--- src/rtl/alu_pkg.sv ---
// ---------------------------------------------------------------------------
// alu_pkg
//   Shared definitions between alu32 and the execute/writeback stage:
//   - alu32 op_code constants
//   - bit positions of Z/C/V/S inside the 4-bit status word {S,V,C,Z}
//   - wb_entry_t: one pipeline entry travelling to the register-file port
//   - buf_state_t: occupancy of the two-entry skid buffer
//   - pack_flags: builds the {S,V,C,Z} status word from individual flags
// ---------------------------------------------------------------------------
package alu_pkg;

  // Default widths of the datapath as built around alu32.
  localparam int WB_DATA_W = 32;
  localparam int WB_REG_AW = 5;

  // alu32 op_code encoding.
  localparam logic [2:0] OP_AND = 3'd0;
  localparam logic [2:0] OP_OR  = 3'd1;
  localparam logic [2:0] OP_NOR = 3'd2;
  localparam logic [2:0] OP_XOR = 3'd3;
  localparam logic [2:0] OP_ADD = 3'd4;
  localparam logic [2:0] OP_SUB = 3'd5;

  // Bit positions inside the status word {S,V,C,Z}.
  localparam int FLAG_Z = 0;
  localparam int FLAG_C = 1;
  localparam int FLAG_V = 2;
  localparam int FLAG_S = 3;

  typedef struct packed {
    logic [WB_DATA_W-1:0] data;
    logic [WB_REG_AW-1:0] dest;
    logic                 wb_en;
  } wb_entry_t;

  typedef enum logic [1:0] {
    EMPTY = 2'd0,
    ONE   = 2'd1,
    TWO   = 2'd2
  } buf_state_t;

  function automatic logic [3:0] pack_flags(input logic s, input logic v,
                                            input logic c, input logic z);
    logic [3:0] f;
    f         = 4'b0000;
    f[FLAG_S] = s;
    f[FLAG_V] = v;
    f[FLAG_C] = c;
    f[FLAG_Z] = z;
    return f;
  endfunction

endpackage

--- src/rtl/wb_skid_buffer.sv ---
// ---------------------------------------------------------------------------
// wb_skid_buffer
//   Two-entry valid/ready pipeline register. The main register drives the
//   output; the skid register catches one extra entry that arrives while the
//   output is stalled, so in_ready can be a register and never depends
//   combinationally on out_ready. Order is strictly preserved.
// Ports
//   clk, rst        clock, asynchronous active-high reset
//   in_valid/ready  upstream handshake (in_ready registered, 0 only in TWO)
//   in_data         entry to store (W bits)
//   out_valid/ready downstream handshake (out_valid = main register full)
//   out_data        main register contents
// ---------------------------------------------------------------------------
module wb_skid_buffer
  import alu_pkg::*;
#(
  parameter int W = $bits(wb_entry_t)
) (
  input  logic         clk,
  input  logic         rst,
  input  logic         in_valid,
  output logic         in_ready,
  input  logic [W-1:0] in_data,
  output logic         out_valid,
  input  logic         out_ready,
  output logic [W-1:0] out_data
);

  buf_state_t   r_state;
  buf_state_t   w_state_next;
  logic         r_in_ready;
  logic [W-1:0] r_main;
  logic [W-1:0] r_skid;

  logic         w_accept;
  logic         w_emit;
  logic         w_load_main;
  logic         w_load_skid;
  logic         w_skid_to_main;

  assign in_ready  = r_in_ready;
  assign out_valid = (r_state != EMPTY);
  assign out_data  = r_main;

  assign w_accept  = in_valid & r_in_ready;
  assign w_emit    = out_valid & out_ready;

  always_comb begin
    w_state_next   = r_state;
    w_load_main    = 1'b0;
    w_load_skid    = 1'b0;
    w_skid_to_main = 1'b0;
    case (r_state)
      EMPTY: begin
        if (w_accept) begin
          w_load_main  = 1'b1;
          w_state_next = ONE;
        end
      end
      ONE: begin
        if (w_accept && !w_emit) begin
          // Output stalled: park the new entry behind the main one.
          w_load_skid  = 1'b1;
          w_state_next = TWO;
        end else if (w_emit && !w_accept) begin
          w_state_next = EMPTY;
        end else if (w_emit && w_accept) begin
          // Main drains and refills in the same cycle.
          w_load_main  = 1'b1;
        end
      end
      TWO: begin
        // in_ready is 0 here, so only a drain can happen.
        if (w_emit) begin
          w_skid_to_main = 1'b1;
          w_state_next   = ONE;
        end
      end
      default: begin
        w_state_next = EMPTY;
      end
    endcase
  end

  always_ff @(posedge clk or posedge rst) begin
    if (rst) begin
      r_state    <= EMPTY;
      r_in_ready <= 1'b1;
      r_main     <= '0;
      r_skid     <= '0;
    end else begin
      r_state    <= w_state_next;
      // Registered ready: look ahead at the next occupancy.
      r_in_ready <= (w_state_next != TWO);
      if (w_load_main) begin
        r_main <= in_data;
      end else if (w_skid_to_main) begin
        r_main <= r_skid;
      end
      if (w_load_skid) begin
        r_skid <= in_data;
      end
    end
  end

endmodule

--- src/rtl/exec_writeback_stage.sv ---
// ---------------------------------------------------------------------------
// exec_writeback_stage
//   Stage directly after alu32. Buffers {result, destination, write-enable}
//   through a two-entry skid buffer, commits the ALU flags into the status
//   register at accept time, feeds the committed carry back to alu32 and
//   raises a sticky exception when an accepted op carries alu_error.
// Ports
//   clk, rst                    clock, asynchronous active-high reset
//   in_valid/in_ready           upstream handshake (in_ready registered)
//   alu_data, alu_zero/carry/ovf/sign, alu_error   alu32 outputs
//   in_dest, in_wb_en, in_flags_we                 op side-band
//   out_valid/out_ready         downstream handshake
//   out_data, out_dest, out_wb_en                  register-file write port
//   flags                       committed {S,V,C,Z}
//   carry_fb                    committed carry, to alu32 carry_in
//   exc, exc_clear              sticky error exception and its clear
// ---------------------------------------------------------------------------
module exec_writeback_stage
  import alu_pkg::*;
#(
  parameter int         DATA_W   = 32,
  parameter int         REG_AW   = 5,
  parameter logic [3:0] FLAG_RST = 4'b0000
) (
  input  logic              clk,
  input  logic              rst,
  input  logic              in_valid,
  output logic              in_ready,
  input  logic [DATA_W-1:0] alu_data,
  input  logic              alu_zero,
  input  logic              alu_carry,
  input  logic              alu_ovf,
  input  logic              alu_sign,
  input  logic              alu_error,
  input  logic [REG_AW-1:0] in_dest,
  input  logic              in_wb_en,
  input  logic              in_flags_we,
  output logic              out_valid,
  input  logic              out_ready,
  output logic [DATA_W-1:0] out_data,
  output logic [REG_AW-1:0] out_dest,
  output logic              out_wb_en,
  output logic [3:0]        flags,
  output logic              carry_fb,
  output logic              exc,
  input  logic              exc_clear
);

  // Entry layout matches wb_entry_t when the default widths are used.
  localparam int ENTRY_W = DATA_W + REG_AW + 1;

  logic [ENTRY_W-1:0] w_in_entry;
  logic [ENTRY_W-1:0] w_out_entry;
  logic               w_accept;
  logic [3:0]         w_alu_flags;
  logic [3:0]         r_flags;
  logic               r_exc;

  assign w_accept = in_valid & in_ready;

  // An erroring op still travels down the pipe so ordering is kept, but it
  // must never write the register file.
  assign w_in_entry = {alu_data, in_dest, in_wb_en & ~alu_error};

  wb_skid_buffer #(
    .W (ENTRY_W)
  ) u_skid (
    .clk       (clk),
    .rst       (rst),
    .in_valid  (in_valid),
    .in_ready  (in_ready),
    .in_data   (w_in_entry),
    .out_valid (out_valid),
    .out_ready (out_ready),
    .out_data  (w_out_entry)
  );

  assign {out_data, out_dest, out_wb_en} = w_out_entry;

  assign w_alu_flags = pack_flags(alu_sign, alu_ovf, alu_carry, alu_zero);

  // Flags commit when the op is accepted, not when it leaves, so the ALU
  // sees the new carry on the very next op regardless of downstream stalls.
  always_ff @(posedge clk or posedge rst) begin
    if (rst) begin
      r_flags <= FLAG_RST;
    end else if (w_accept && in_flags_we && !alu_error) begin
      r_flags <= w_alu_flags;
    end
  end

  // Setting has priority over clearing so an error arriving together with
  // a clear is never lost.
  always_ff @(posedge clk or posedge rst) begin
    if (rst) begin
      r_exc <= 1'b0;
    end else if (w_accept && alu_error) begin
      r_exc <= 1'b1;
    end else if (exc_clear) begin
      r_exc <= 1'b0;
    end
  end

  assign flags    = r_flags;
  assign carry_fb = r_flags[FLAG_C];
  assign exc      = r_exc;

endmodule
--- config.mk ---
export PLATFORM = sky130hd
export DESIGN_NAME = exec_writeback_stage
export DESIGN_NICKNAME = d
export VERILOG_FILES = /design/src/rtl/alu_pkg.sv /design/src/rtl/wb_skid_buffer.sv /design/src/rtl/exec_writeback_stage.sv
export SDC_FILE = /design/constraint.sdc
export NUM_CORES = 1
export LEC_CHECK = 0
export BUFFER_PORTS_ARGS = -buffer_cell sky130_fd_sc_hd__buf_4
export CAP_MARGIN = 20
export CORE_ASPECT_RATIO = 0.75
export CORE_UTILIZATION = 44
export DETAILED_ROUTE_END_ITERATION = 8
export HOLD_SLACK_MARGIN = 0.15
export PLACE_DENSITY = 0.71
export SLEW_MARGIN = 15
export SYNTH_ARGS = -nofsm -noshare
export SYNTH_HDL_FRONTEND = slang
export SYNTH_SLANG_ARGS = --single-unit
--- constraint.sdc ---
create_clock -name clk -period 5.58 [get_ports clk]
set_input_delay 1.116 -clock clk [delete_from_list [all_inputs] [get_ports clk]]
set_output_delay 1.116 -clock clk [all_outputs]
set_load 0.02 [all_outputs]
==> results.md <==
* Status: finished clean
* Clk slew on worst S/H paths at around 0.080 ns
* Yosys top cell area share at 0.598
* IO Count at 95
* # port buffers at 94
* Largest net degree at the start of global routing at 85
* Initial antenna violation count at 0
* Arr. time, crit path at ~2.7 ns
* Crit-path max FO at 40
* Utilization after layout at 0.596
* Sequential area share after synthesis at 0.606
* # H-tree levels at 3
* Post CTS Setup Buffer Count at 0
* Iter 0 DRT Violations at 83
* Register area at around 0.0021 mm2
* Setup TNS at 0 ns
* Post-Syn Area per Cell at approximately 14 um2
* Remaining antenna violation count at 0
* Vias at ~2300
* Cells on Worst Hold Path at 1
* Gpl congestion at 0.738
* Cells after synthesis at roughly 240
* Final WS setup at 3.11 ns
* Final period util at 0.442
* Placed Area at roughly 0.0042 mm2
* Layout area overhead at 28.6%
* WL per Instance at 16.0 um
* Pleak at a little over 2 nW
* Clock Skew at between 0.006 and 0.007 ns
* Highest clock rate at a little over 400 MHz
* Hold slack at 0.490 ns
* Max incr delay on CP at 0.58 ns
* Final Hold Vio Count at 0
* Post-DP HPWL at ~4400 um
* Setup WS pre-CTS at roughly 2.7 ns
* Number of fill cells in the layout at approximately 630
* Clock root cell: clkbuf_8
* Chip height at between 70 and 80 um
* Yosys warns at 0
* Antenna diodes at 0
* Unrepaired setup endpoints after global routing: false
* Finished Layout Cells at 439
* R2R depth at 3
* Crit path kind: in2reg
* Multi-input gate area at between 0.001 and 0.0015 mm2
* CP required at a little under 6 ns
* Net Count, Synth at between 200 and 300
* Number of global-route vias before repair at about 2200
* Post-synthesis cell area at between 0.003 and 0.004 mm2
* Max VDD drop at 0.248 mV
* Post-layout min period at between 2 and 2.5 ns
* Clk buf depth at 2
* Final net count at around 380
* Post-CTS Resized at 0
* Fraction of layout cells with a size suffix above 1 at 0.456
* Core Region at between 0.007 and 0.008 mm2
* CTS Sinks at 84
* Slew margin rel. at 0.330
* Global route total overflow at 0
* GRT Util Overall at 0.182
* Number of placement rows at 27
* Max Slew Vio Count at 0
* Drt first pass iters at 4
* Via/cell ratio at 5.25
* Final Setup Violations at 0
* Clock Latency Late Sink at around 0.35 ns
* First-pass GRT wire length at between 10000 and 15000 um
* Seq cells post-synth at 84
* Slowest stage cell on the critical path: nand2_2
* Top post-synthesis cells by area: dfrtp_1 60%, mux2_2 12%, a221o_1 11%
* Crit end category: flop
* Hold-fix buffers, CTS at 0
* Total CTS buffers at 9
* PD cells at about 550 mW/mm2
* CP startpoint kind: input pin
* Synth cell types at 27
* Power Total at about 2.5 mW
* CP cell instances: buf_4, and2b_1, nand2_2, mux2_1
* Hold Path Class: reg2reg
* DIE WIDTH at roughly 100 um
* Maxcap violations at 0
* Yosys top cell by area: dfrtp_1
* # DRC at 0
* Finished Cell Area at roughly 0.0045 mm2
* CTS tree: done
* DIE AREA at approximately 0.0083 mm2
* Post-Route WL at roughly 7000 um
* Initial Util at 0.463
* Least-Margin Pin Slew at 1.00 ns
* Placed cell count at between 400 and 500
## flip-flops by register name (all words and copies together), names as in the netlist
signal,count
flags,4
u_skid.out_data,38
u_skid.in_ready,1
u_skid.r_skid,38
exc,1
u_skid.r_state,2
## report_power, final
group	internal [mW]	switching (mW)	leakage [nW]	total [mW]
Clock	0.264	0.207	0.107	0.471
Combinational	0.491	0.453	0.944	0.944
Sequential	0.899	0.156	1.02	1.06
Total	1.65	0.816	2.07	2.47
## synth_stat cells
| cell type | number |
|---|---|
| and2b_1 | 1 |
| nand3_1 | 1 |
| and3b_4 | 1 |
| and2_0 | 27 |
| inv_1 | 2 |
| o2bb2ai_1 | 1 |
| a21oi_2 | 1 |
| and2_1 | 10 |
| buf_6 | 6 |
| nor2_4 | 1 |
| mux2_1 | 6 |
| buf_4 | 5 |
| nand3b_1 | 1 |
| nand2b_1 | 3 |
| clkbuf_1 | 1 |
| nand4b_1 | 1 |
| nand2_1 | 3 |
| o21a_1 | 1 |
| mux2_2 | 36 |
| dfstp_2 | 1 |
| dfrtp_1 | 83 |
| buf_2 | 4 |
| a221o_1 | 38 |
| or2_2 | 1 |
| nor3_1 | 1 |
| o21ai_0 | 4 |
| and3b_1 | 1 |
## final timing paths
| path | start | endpoint | slack, ns |
|---|---|---|---|
| worst min register to register | u_skid.r_skid[9] | u_skid.r_skid[9] | 0.49 |
| worst max-delay path | out_ready | u_skid.r_skid[9] | 3.11 |
| max in group asynchronous | rst | u_skid.in_ready | 4.10 |
| worst max register to register | u_skid.in_ready | u_skid.r_skid[9] | 3.49 |
| worst min-delay path | u_skid.r_skid[9] | u_skid.r_skid[9] | 0.49 |
| min in group asynchronous | rst | u_skid.out_data[16] | 0.83 |
## cells in the final DEF, fill, tap and decap left out, drive strengths merged, types with 2 or more instances in the layout
cell and n:
buf 97, dfrtp 83, mux2 42, a221o 38, and2 37, clkbuf 12
o21ai 4, nand2b 3, nand2 3, clkinv 2, bufinv 2, and3b 2
## cell type report
cell class / count / share of cell area
sequential: 84 / 0.471
multi-input combinational: 139 / 0.278
timing repair buffer: 97 / 0.172
clock buffer: 12 / 0.0325
tap: 101 / 0.0283
clock inverter: 4 / 0.0162
inverter: 2 / 0.00196
## cells by family (layout without fill, tap and decap cells)
kind of cell	Yosys count	in the layout	share of synthesized area
DFF	84	84	0.606
and+or+nand+nor	52	52	0.0962
AOI/OAI and AO/OA	45	45	0.123
muxes	42	42	0.136
buffers and inverters	18	115	0.0393
## per-layer routing
layer | wire, um | GRT usage | part of all wire | vias up
met5 | 0 | 0 | 0 | -
met4 | 59 | 0.0423 | 0.0084 | 0
met3 | 411 | 0.0632 | 0.058 | 6
met2 | 3210 | 0.279 | 0.46 | 64
met1 | 3350 | 0.249 | 0.48 | 1159
li1 | - | - | - | 1077
## worst max-delay path, delay by kind of cell
family	cells	cell delay, ns
multiplexers	1	0.55
buffers and inverters	1	0.13
AND/OR/NAND/NOR	2	0.86
Power figures use the tool's default switching activity.
